--- src/rtl/pipe_cmd_pkg.sv ---
// rtl/pipe_cmd_pkg.sv - shared types and constants for the PIPE command sequencer
//
// Purpose: sequencer state encoding, request type, PIPE PowerDown codes and
//          the values PowerDown/Rate take out of reset.
// Ports:   none (package).

package pipe_cmd_pkg;

    typedef enum logic [2:0] {
        RST_WAIT     = 3'd0,
        IDLE         = 3'd1,
        PD_WAIT      = 3'd2,
        RATE_WAIT_OK = 3'd3,
        RATE_WAIT_ST = 3'd4
    } state_t;

    typedef enum logic {
        REQ_PD   = 1'b0,
        REQ_RATE = 1'b1
    } req_type_t;

    // PIPE PowerDown encodings
    localparam logic [3:0] P0  = 4'h0;
    localparam logic [3:0] P0s = 4'h1;
    localparam logic [3:0] P1  = 4'h2;
    localparam logic [3:0] P2  = 4'h3;

    localparam logic [3:0] PD_RESET   = P1;
    localparam logic [3:0] RATE_RESET = 4'h0;

endpackage

--- src/rtl/pipe_cmd_sequencer_if.sv ---
// rtl/pipe_cmd_sequencer_if.sv - LTSSM request port plus PIPE command/status bus
//
// Purpose: bundles the request handshake, result pulses and the PIPE
//          PowerDown/Rate/PclkChange/PhyStatus signals.
// Modports:
//   master - the sequencer: drives req_ready, done, timeout, illegal,
//            phy_ready, PowerDown, Rate, PclkChangeAck.
//   slave  - the environment (LTSSM + PHY): drives req_valid, req_type,
//            req_value, PclkChangeOk, PhyStatus.

interface pipe_cmd_sequencer_if;
    logic       req_valid;
    logic       req_ready;
    logic       req_type;
    logic [3:0] req_value;
    logic       done;
    logic       timeout;
    logic       illegal;
    logic       phy_ready;
    logic [3:0] PowerDown;
    logic [3:0] Rate;
    logic       PclkChangeAck;
    logic       PclkChangeOk;
    logic       PhyStatus;

    modport master (
        input  req_valid, req_type, req_value, PclkChangeOk, PhyStatus,
        output req_ready, done, timeout, illegal, phy_ready,
               PowerDown, Rate, PclkChangeAck
    );

    modport slave (
        output req_valid, req_type, req_value, PclkChangeOk, PhyStatus,
        input  req_ready, done, timeout, illegal, phy_ready,
               PowerDown, Rate, PclkChangeAck
    );
endinterface

--- src/rtl/pipe_cmd_timeout_cnt.sv ---
// rtl/pipe_cmd_timeout_cnt.sv - response timeout counter for the PIPE sequencer
//
// Purpose: counts cycles spent waiting for the PHY; saturates at
//          TIMEOUT_CYCLES-1 and flags expired while sitting there.
// Ports:
//   Clk     in  clock
//   Reset   in  asynchronous active-low reset
//   clear   in  restart the count at zero (request accepted)
//   enable  in  count this cycle (sequencer is waiting)
//   expired out count has reached TIMEOUT_CYCLES-1

module pipe_cmd_timeout_cnt #(
    parameter int TIMEOUT_CYCLES = 1024
) (
    input  logic Clk,
    input  logic Reset,
    input  logic clear,
    input  logic enable,
    output logic expired
);
    localparam int W = $clog2(TIMEOUT_CYCLES);
    localparam logic [W-1:0] LAST = W'(TIMEOUT_CYCLES - 1);

    logic [W-1:0] count;

    // Saturating keeps the budget spent: if the PCLK-change ack lands on the
    // expiry cycle, the following status wait expires on its first miss
    // instead of wrapping around for another full period.
    always_ff @(posedge Clk or negedge Reset) begin
        if (!Reset) begin
            count <= '0;
        end else if (clear) begin
            count <= '0;
        end else if (enable && (count != LAST)) begin
            count <= count + 1'b1;
        end
    end

    assign expired = (count == LAST);
endmodule

--- src/rtl/pipe_cmd_sequencer.sv ---
// rtl/pipe_cmd_sequencer.sv - MAC-side PIPE PowerDown/Rate command sequencer
//
// Purpose: accepts one PowerDown or Rate request at a time from the LTSSM,
//          drives it onto the PIPE bus, waits for PhyStatus (and, for Rate,
//          the PCLK-change handshake), and reports done/timeout/illegal.
// Config:  PIPE_PCLK_CHANGE_HANDSHAKE_EN - when defined, Rate changes wait
//          for PclkChangeOk and answer with PclkChangeAck before waiting for
//          PhyStatus; otherwise PclkChangeAck stays 0 and PclkChangeOk is
//          ignored.
// Ports:
//   Clk    in  sole clock
//   Reset  in  asynchronous active-low reset
//   bus    pipe_cmd_sequencer_if.master (request port and PIPE signals)

module pipe_cmd_sequencer
    import pipe_cmd_pkg::*;
#(
    parameter int TIMEOUT_CYCLES = 1024,
    parameter int MAX_RATE       = 4
) (
    input  logic                        Clk,
    input  logic                        Reset,
    pipe_cmd_sequencer_if.master        bus
);
    localparam logic [4:0] MAX_RATE_CODE = 5'(MAX_RATE);

    state_t     state, stateNext;
    logic [3:0] pdQ, pdNext;
    logic [3:0] rateQ, rateNext;
    logic       ackQ, ackNext;
    logic       doneQ, doneNext;
    logic       timeoutQ, timeoutNext;
    logic       illegalQ, illegalNext;
    logic       readyQ, readyNext;
    logic       phyReadyQ, phyReadyNext;
    logic       cntClear, cntEn, expired;

    pipe_cmd_timeout_cnt #(
        .TIMEOUT_CYCLES(TIMEOUT_CYCLES)
    ) u_timeout (
        .Clk    (Clk),
        .Reset  (Reset),
        .clear  (cntClear),
        .enable (cntEn),
        .expired(expired)
    );

    always_ff @(posedge Clk or negedge Reset) begin
        if (!Reset) begin
            state     <= RST_WAIT;
            pdQ       <= PD_RESET;
            rateQ     <= RATE_RESET;
            ackQ      <= 1'b0;
            doneQ     <= 1'b0;
            timeoutQ  <= 1'b0;
            illegalQ  <= 1'b0;
            readyQ    <= 1'b0;
            phyReadyQ <= 1'b0;
        end else begin
            state     <= stateNext;
            pdQ       <= pdNext;
            rateQ     <= rateNext;
            ackQ      <= ackNext;
            doneQ     <= doneNext;
            timeoutQ  <= timeoutNext;
            illegalQ  <= illegalNext;
            readyQ    <= readyNext;
            phyReadyQ <= phyReadyNext;
        end
    end

    // readyQ mirrors "next state is IDLE", so it is high exactly while IDLE
    // and doubles as the accept qualifier.
    always_comb begin
        stateNext    = state;
        pdNext       = pdQ;
        rateNext     = rateQ;
        ackNext      = ackQ;
        doneNext     = 1'b0;
        timeoutNext  = 1'b0;
        illegalNext  = 1'b0;
        readyNext    = 1'b0;
        phyReadyNext = phyReadyQ;
        cntClear     = 1'b0;
        cntEn        = 1'b0;

        case (state)
            RST_WAIT: begin
                if (!bus.PhyStatus) begin
                    stateNext    = IDLE;
                    phyReadyNext = 1'b1;
                    readyNext    = 1'b1;
                end
            end

            IDLE: begin
                readyNext = 1'b1;
                if (bus.req_valid && readyQ) begin
                    cntClear = 1'b1;
                    if (bus.req_type == REQ_RATE) begin
                        if ({1'b0, bus.req_value} > MAX_RATE_CODE) begin
                            illegalNext = 1'b1;
                        end else if (bus.req_value == rateQ) begin
                            doneNext = 1'b1;
                        end else begin
                            rateNext  = bus.req_value;
                            readyNext = 1'b0;
`ifdef PIPE_PCLK_CHANGE_HANDSHAKE_EN
                            stateNext = RATE_WAIT_OK;
`else
                            stateNext = RATE_WAIT_ST;
`endif
                        end
                    end else begin
                        if (bus.req_value == pdQ) begin
                            doneNext = 1'b1;
                        end else begin
                            pdNext    = bus.req_value;
                            readyNext = 1'b0;
                            stateNext = PD_WAIT;
                        end
                    end
                end
            end

            // In every wait state the awaited event is tested before expiry,
            // so an event on the expiry cycle completes normally.
            PD_WAIT: begin
                cntEn = 1'b1;
                if (bus.PhyStatus) begin
                    doneNext  = 1'b1;
                    readyNext = 1'b1;
                    stateNext = IDLE;
                end else if (expired) begin
                    timeoutNext = 1'b1;
                    readyNext   = 1'b1;
                    stateNext   = IDLE;
                end
            end

            RATE_WAIT_OK: begin
`ifdef PIPE_PCLK_CHANGE_HANDSHAKE_EN
                cntEn = 1'b1;
                if (bus.PclkChangeOk) begin
                    ackNext   = 1'b1;
                    stateNext = RATE_WAIT_ST;
                end else if (expired) begin
                    ackNext     = 1'b0;
                    timeoutNext = 1'b1;
                    readyNext   = 1'b1;
                    stateNext   = IDLE;
                end
`else
                readyNext = 1'b1;
                stateNext = IDLE;
`endif
            end

            RATE_WAIT_ST: begin
                cntEn = 1'b1;
                if (bus.PhyStatus) begin
                    ackNext   = 1'b0;
                    doneNext  = 1'b1;
                    readyNext = 1'b1;
                    stateNext = IDLE;
                end else if (expired) begin
                    ackNext     = 1'b0;
                    timeoutNext = 1'b1;
                    readyNext   = 1'b1;
                    stateNext   = IDLE;
                end
            end

            default: begin
                stateNext = RST_WAIT;
            end
        endcase
    end

    assign bus.req_ready     = readyQ;
    assign bus.done          = doneQ;
    assign bus.timeout       = timeoutQ;
    assign bus.illegal       = illegalQ;
    assign bus.phy_ready     = phyReadyQ;
    assign bus.PowerDown     = pdQ;
    assign bus.Rate          = rateQ;
    assign bus.PclkChangeAck = ackQ;
endmodule

--- src/flat_wrapper.sv ---
// flat-port wrapper written by rule: the top's interface ports become plain ports
module pipe_cmd_sequencer_flat import pipe_cmd_pkg::*;
#(
    parameter int TIMEOUT_CYCLES = 1024,
    parameter int MAX_RATE       = 4
)
  (Clk, Reset, bus_req_valid, bus_req_type, bus_req_value, bus_PclkChangeOk, bus_PhyStatus, bus_req_ready, bus_done, bus_timeout, bus_illegal, bus_phy_ready, bus_PowerDown, bus_Rate, bus_PclkChangeAck);
  pipe_cmd_sequencer_if bus_i ();
  input  logic Clk;
  input  logic Reset;
  input wire logic [$bits(bus_i.req_valid)-1:0] bus_req_valid;
  input wire logic [$bits(bus_i.req_type)-1:0] bus_req_type;
  input wire logic [$bits(bus_i.req_value)-1:0] bus_req_value;
  input wire logic [$bits(bus_i.PclkChangeOk)-1:0] bus_PclkChangeOk;
  input wire logic [$bits(bus_i.PhyStatus)-1:0] bus_PhyStatus;
  output wire logic [$bits(bus_i.req_ready)-1:0] bus_req_ready;
  output wire logic [$bits(bus_i.done)-1:0] bus_done;
  output wire logic [$bits(bus_i.timeout)-1:0] bus_timeout;
  output wire logic [$bits(bus_i.illegal)-1:0] bus_illegal;
  output wire logic [$bits(bus_i.phy_ready)-1:0] bus_phy_ready;
  output wire logic [$bits(bus_i.PowerDown)-1:0] bus_PowerDown;
  output wire logic [$bits(bus_i.Rate)-1:0] bus_Rate;
  output wire logic [$bits(bus_i.PclkChangeAck)-1:0] bus_PclkChangeAck;
  assign bus_i.req_valid = bus_req_valid;
  assign bus_i.req_type = bus_req_type;
  assign bus_i.req_value = bus_req_value;
  assign bus_i.PclkChangeOk = bus_PclkChangeOk;
  assign bus_i.PhyStatus = bus_PhyStatus;
  assign bus_req_ready = bus_i.req_ready;
  assign bus_done = bus_i.done;
  assign bus_timeout = bus_i.timeout;
  assign bus_illegal = bus_i.illegal;
  assign bus_phy_ready = bus_i.phy_ready;
  assign bus_PowerDown = bus_i.PowerDown;
  assign bus_Rate = bus_i.Rate;
  assign bus_PclkChangeAck = bus_i.PclkChangeAck;
  pipe_cmd_sequencer #(.TIMEOUT_CYCLES(TIMEOUT_CYCLES), .MAX_RATE(MAX_RATE)) u_core (.Clk(Clk), .Reset(Reset), .bus(bus_i));
endmodule
--- config.mk ---
export PLATFORM = sky130hd
export DESIGN_NAME = pipe_cmd_sequencer_flat
export DESIGN_NICKNAME = d
export VERILOG_FILES = /design/src/rtl/pipe_cmd_pkg.sv /design/src/rtl/pipe_cmd_sequencer_if.sv /design/src/rtl/pipe_cmd_timeout_cnt.sv /design/src/rtl/pipe_cmd_sequencer.sv /design/src/flat_wrapper.sv
export SDC_FILE = /design/constraint.sdc
export NUM_CORES = 1
export LEC_CHECK = 0
export ABC_AREA = 1
export CAP_MARGIN = 20
export CORE_UTILIZATION = 55
export DETAILED_ROUTE_END_ITERATION = 10
export GPL_TIMING_DRIVEN = 0
export MAX_ROUTING_LAYER = met4
export PLACE_DENSITY = 0.85
export SLEW_MARGIN = 0
export SYNTH_ARGS = -nofsm -noshare
export SYNTH_HDL_FRONTEND = slang
export SYNTH_SLANG_ARGS = --single-unit
--- constraint.sdc ---
create_clock -name Clk -period 2.3 [get_ports Clk]
set_clock_uncertainty 0.1 [all_clocks]
set_input_delay 0.69 -clock Clk [delete_from_list [all_inputs] [get_ports Clk]]
set_output_delay 0.69 -clock Clk [all_outputs]
set_load 0.05 [all_outputs]
# After elaboration in Yosys (flattened, before gate mapping)
# Cells that the tools add are included.
# classes
addsub	1
n_mux	36
eq_ne	14
bitwise	5
reduce_logical	11
order_cmp	1
# op_table
operator	count
2-to-1 mux 3 bit	8
2-to-1 mux 1 bit	23
2-to-1 mux 10 bit	2
case mux 3 bit (4 select lines)	1
adder 10 x 1 -> 10 bit, second input constant	1
equality test 10 bit, second input constant	1
!= test 10 bit, second input constant	1
!= test 3 bit, second input constant	3
equality test 4 bit	2
equality test 3 x 2 -> 1 bit, second input constant	2
AND reduction 6 bit	1
NOT 1 bit	5
AND reduction 5 bit	1
greater-than comparator 4 x 3 -> 1 bit, second input constant	1
case mux 1 bit (4 select lines)	1
AND reduction 2 bit	2
AND reduction 4 bit	1
nonzero test 2 bit	2
equality test 3 x 1 -> 1 bit, second input constant	1
equality test 3 bit, second input constant	1
zero test 3 bit	1
!= test 3 x 1 -> 1 bit, second input constant	1
logical AND 1 bit	2
!= test 2 x 1 -> 1 bit, second input constant	1
other kinds (3)	3
# totals
output_inout_bits	14
wordCells	78
register_bits	27

# Longest topological paths before layout
# depth
word_depth	6
ltp_mapped	10
mapped_depth_nobuf	10

# Hierarchy
# A second synthesis with hierarchy kept.
# hier_totals
cells_unflattened	210
area_unflattened_um2	1567.8
# by_module_without_submodules
mod	area_per_inst_um2	n_inst	cells_each	seq_area_each_um2
pipe_cmd_sequencer	902.1	1	112	401.6
pipe_cmd_timeout_cnt	665.6	1	98	250.2

# Least setup slack after synthesis
# Ideal clock, no wire load.
# synth_timing
path_kind	reg-to-reg
from	register u_core.readyQ (netlist: u_core.bus.req_ready)
to	register u_core.rateQ[1] (netlist: u_core.bus.Rate[1])
stages_incl_launch_ff	6
slack_ns	0.660
t_arrival_ns	1.413
period_less_slack_ns	1.640
cell_sequence	dfrtp_1 > nand2_1 > nor2_8 > nand4_4 > nand2_1 > o21ai_0
# synth_via
elab_chain_cells	2
# synth_rtl
item	line	text
from (decl)	pipe_cmd_sequencer.sv:34	logic readyQ, readyNext;
from (signal assigned)	pipe_cmd_sequencer.sv:67	readyQ <= readyNext;
logical AND 1 bit	pipe_cmd_sequencer.sv:98	if (bus.req_valid && readyQ) begin
AND reduction 5 bit (no line)	--	
to (signal assigned)	pipe_cmd_sequencer.sv:62	rateQ <= rateNext;
to (decl)	pipe_cmd_sequencer.sv:29	logic [3:0] rateQ, rateNext;
# Every way passes these cells.
# A chain may end at the register's enable or synchronous reset.

# Worst setup path after layout
# layout_timing
from	register u_core.pdQ[1] (netlist: u_core.bus.PowerDown[1])
to	output port bus_PowerDown[1]
# layout_lines
item	line	text
from (decl)	pipe_cmd_sequencer.sv:28	logic [3:0] pdQ, pdNext;
from (signal assigned)	pipe_cmd_sequencer.sv:61	pdQ <= pdNext;
to (decl)	flat_wrapper.sv:21	output wire logic [$bits(bus_i.PowerDown)-1:0] bus_PowerDown;
# No word-level cell between the ends.

==> run_results.csv <==
group,metric,value,unit
run_status,status,"completed",
die,start_util,0.605,
cts,htree_levels,1,
timing,fin_crit_sh,0.969,
cts,root_buffer,"clkbuf_4",
synthesis,netlist.top_cell.by_area,"dfrtp_1",
synthesis,seq_area_frac_synth,0.420,
cts,cts-buffers-inserted,3,
worst_setup_path,crit_path_max_fanout,4,
global_routing,grt_max_degree,17,
die,die_h,55.1,microns
power,power_frac_seq,0.346,
die,coreArea,0.00257,sq mm
global_routing,grt_pass1_vias,1258,
timing,fin_tns_setup,0,ns
die,dieArea,0.00304,sq mm
cts,path_clk_slew,0.15,ns
detailed_routing,drt_wl_total,3390,microns
power,switchingPower,922,uW
global_routing,grt_remaining_overflow,0,
worst_setup_path,startpoint,"u_core.bus.PowerDown[1]$_DFFE_PN1P_",
cts,postCtsHoldBufs,0,
synthesis,yosysTopAreaCellShare,0.403,
final_layout,final_core_util,0.731,
power,cellPowerDensity,1030,mW/mm^2
cts,clock-sinks,26,
power,switching_share,0.476,
run,max_cap_viol_count,0,
global_routing,track_usage,0.275,
detailed_routing,vias,1381,
timing,fin_crit,2.23,ns
die,die_w,55.1,microns
final_layout,fillers,217,
worst_setup_path,crit_path_end_kind,"output pin",
worst_setup_path,crit_chain,"dlygate4sd2_1",
synthesis,syn_area,0.00155,sq mm
synthesis,synthDistinctLibCells,30,
global_routing,grt_pass1_wl,5610,microns
die,fp-row-count,18,
detailed_routing,dr.first_iter.drc_count,39,
die,io_pins,24,
global_routing,antenna_found_initial,0,
power,p_int,1010,uW
power,clkPwrFrac,0.165,
detailed_routing,route.detailed.drc,0,
final_layout,area_growth,20.8,%
timing,slew-limit-headroom,0.565,
synthesis,synth_nets,215,
synthesis,ys_warn_count,0,
synthesis,synth_area_leaders,"dfrtp_1 (40%), nand2_1 (15%), inv_1 (7.7%)",
timing,finalMaxSlewViolations,0,
hold_path,holdCritPathClass,"reg2reg",
worst_setup_path,arrival,1.44,ns
final_layout,drive_above_1_share,0.117,
worst_setup_path,crit_required,1.51,ns
synthesis,netlist_instances,204,
timing,worstMarginPinSlew,0.650,ns
worst_setup_path,path_buf_inv,1,
timing,grt_setup_unrepaired,"false",
placement,dpl.hpwl,2680,microns
cts,clk_latency,0.33,ns
worst_setup_path,crit_family,"flip-flops",
worst_setup_path,critical_path_class,"reg2out",
synthesis,ys_ff_latch,26,
power,irDropWorstVdd,925,uV
timing,hold_violations,0,
worst_setup_path,cpMaxStageDelayCell,"dfstp_2",
power,power.static_leakage,0.00102,uW
final_layout,diodes,0,
worst_setup_path,critPathMaxStageDelay,0.58,ns
final_layout,fin_nets,242,
worst_setup_path,startpoint_type,"flop",
detailed_routing,drt_pass1_iterations,4,
placement,gp_congestion,0.848,
power,power,1940,uW
placement,port_buffers,21,
synthesis,syn-mean-instance-area,7.61,sq um
worst_setup_path,regToRegStartpoint,"u_core.u_timeout.count[0]$_DFFE_PN0P_",
detailed_routing,post_drt_wl_per_cell,13.1,microns
detailed_routing,viasPerCell,5.31,
cts,tritoncts,"built",
power,p_comb_frac,0.489,
cts,cts_buffer_depth,2,
hold_path,hold_path_startpoint,"u_core.bus.phy_ready$_DFFE_PN0P_",
detailed_routing,ant_nets,0,
timing,fmax,449,MHz
cts,post_cts_buffers,0,
timing,setup_violations,0,
worst_setup_path,reg2reg_slack,0.43,ns
stage by stage:
stage	setup WS, ns	cell area (sq um)	std cells	hold slack, ns
detailed placement	0.0327	1830	256	0.362
floorplan	0.660	1550	204	0.294
global route	0.0256	1880	260	0.415
CTS	0.0154	1870	260	0.390
global placement	0.101	1800	255	0.353
finish	0.0722	1880	260	0.386
logic make-up after synthesis:
logic type	Yosys count	synth area share
buf+inv	37	0.0967
simple gates	115	0.375
xor+xnor	3	0.0169
flops	26	0.420
fa+ha+maj	1	0.00806
compound gates	21	0.0814
other cells	1	0.00242
cell type report:
cell class	instances	area, sq um	share of cell area
clock inverter	1	30.0	0.0160
clock buffer	3	22.5	0.0120
buffer	1	7.51	0.00400
timing repair buffer	22	233	0.124
tap	30	37.5	0.0200
sequential	26	652	0.348
inverter	36	143	0.0761
multi-input combinational	141	751	0.400
state kept, by name (all words and copies together), names as in the netlist:
signal                  count
u_core.u_timeout.count     10
u_core.bus.PowerDown        4
u_core.bus.Rate             4
u_core.state                3
u_core.bus.done             1
u_core.bus.illegal          1
u_core.bus.phy_ready        1
u_core.bus.req_ready        1
u_core.bus.timeout          1
timing repair:
item,CTS,global route
gates resized for setup,10,3
pin swaps,0,0
setup endpoints to repair,10,3
synthesized netlist by cell type:
cell type and instances:
nor2_8 2, nand2_2 3, ha_1 1, nand2_4 1, nor2_1 16, nand2_1 63, nand3b_2 1, buf_4 1
nand3_4 2, o21ai_2 3, a21o_1 1, inv_4 1, xor2_1 3, nand3_1 14, nand4_1 5, a31o_2 1
a21oi_1 1, o221ai_1 1, nand4_4 1, inv_6 1, nor3_1 5, dfrtp_1 25, conb_1 1, inv_1 32
o21ai_1 1, dfstp_2 1, nor3_2 1, inv_2 2, nor2_4 1, o21ai_0 13
power by group through the flow:
stage | clock, uW | sequential, uW | combinational, uW
3_5_place_dp | 0 | 681 | 995
4_1_cts | 328 | 670 | 956
3_3_place_gp | 0 | 670 | 955
5_1_grt | 341 | 688 | 1030
2_1_floorplan | 0 | 908 | 475
6_report | 319 | 670 | 948
final timing paths:
check / end / cells past startpoint
max in group asynchronous: u_core.bus.PowerDown[1]$_DFFE_PN1P_ / 2
worst min-delay path: u_core.bus.phy_ready$_DFFE_PN0P_ / 1
worst max register to register: u_core.state[1]$_DFFE_PN0P_ / 10
worst max-delay path: bus_PowerDown[1] / 1
worst min register to register: u_core.bus.phy_ready$_DFFE_PN0P_ / 1
min in group asynchronous: u_core.bus.Rate[2]$_DFFE_PN0P_ / 1
routing by layer:
metal,global-route usage,routed length [microns],vias to the layer above
li1,-,-,698
met1,0.333,1470,635
met2,0.456,1690,38
met3,0.0355,135,10
met4,0.125,99,0
met5,-,0,-
cell usage in the layout, fill, tap and decap left out, types with 3 or more instances in the layout:
cell type,synthesis,layout
clkbuf_4,0,3
dlymetal6s2s_1,0,3
nor3_1,5,5
nor2_1,16,16
o21ai_2,3,3
nand2_1,63,63
nand2_2,3,3
nand4_1,5,5
dlygate4sd2_1,0,10
xor2_1,3,3
inv_1,32,32
nand3_1,14,14
dfrtp_1,25,25
clkdlybuf4s50_1,0,8
o21ai_0,13,13
Note: power is estimated with default switching activity, not from simulation.
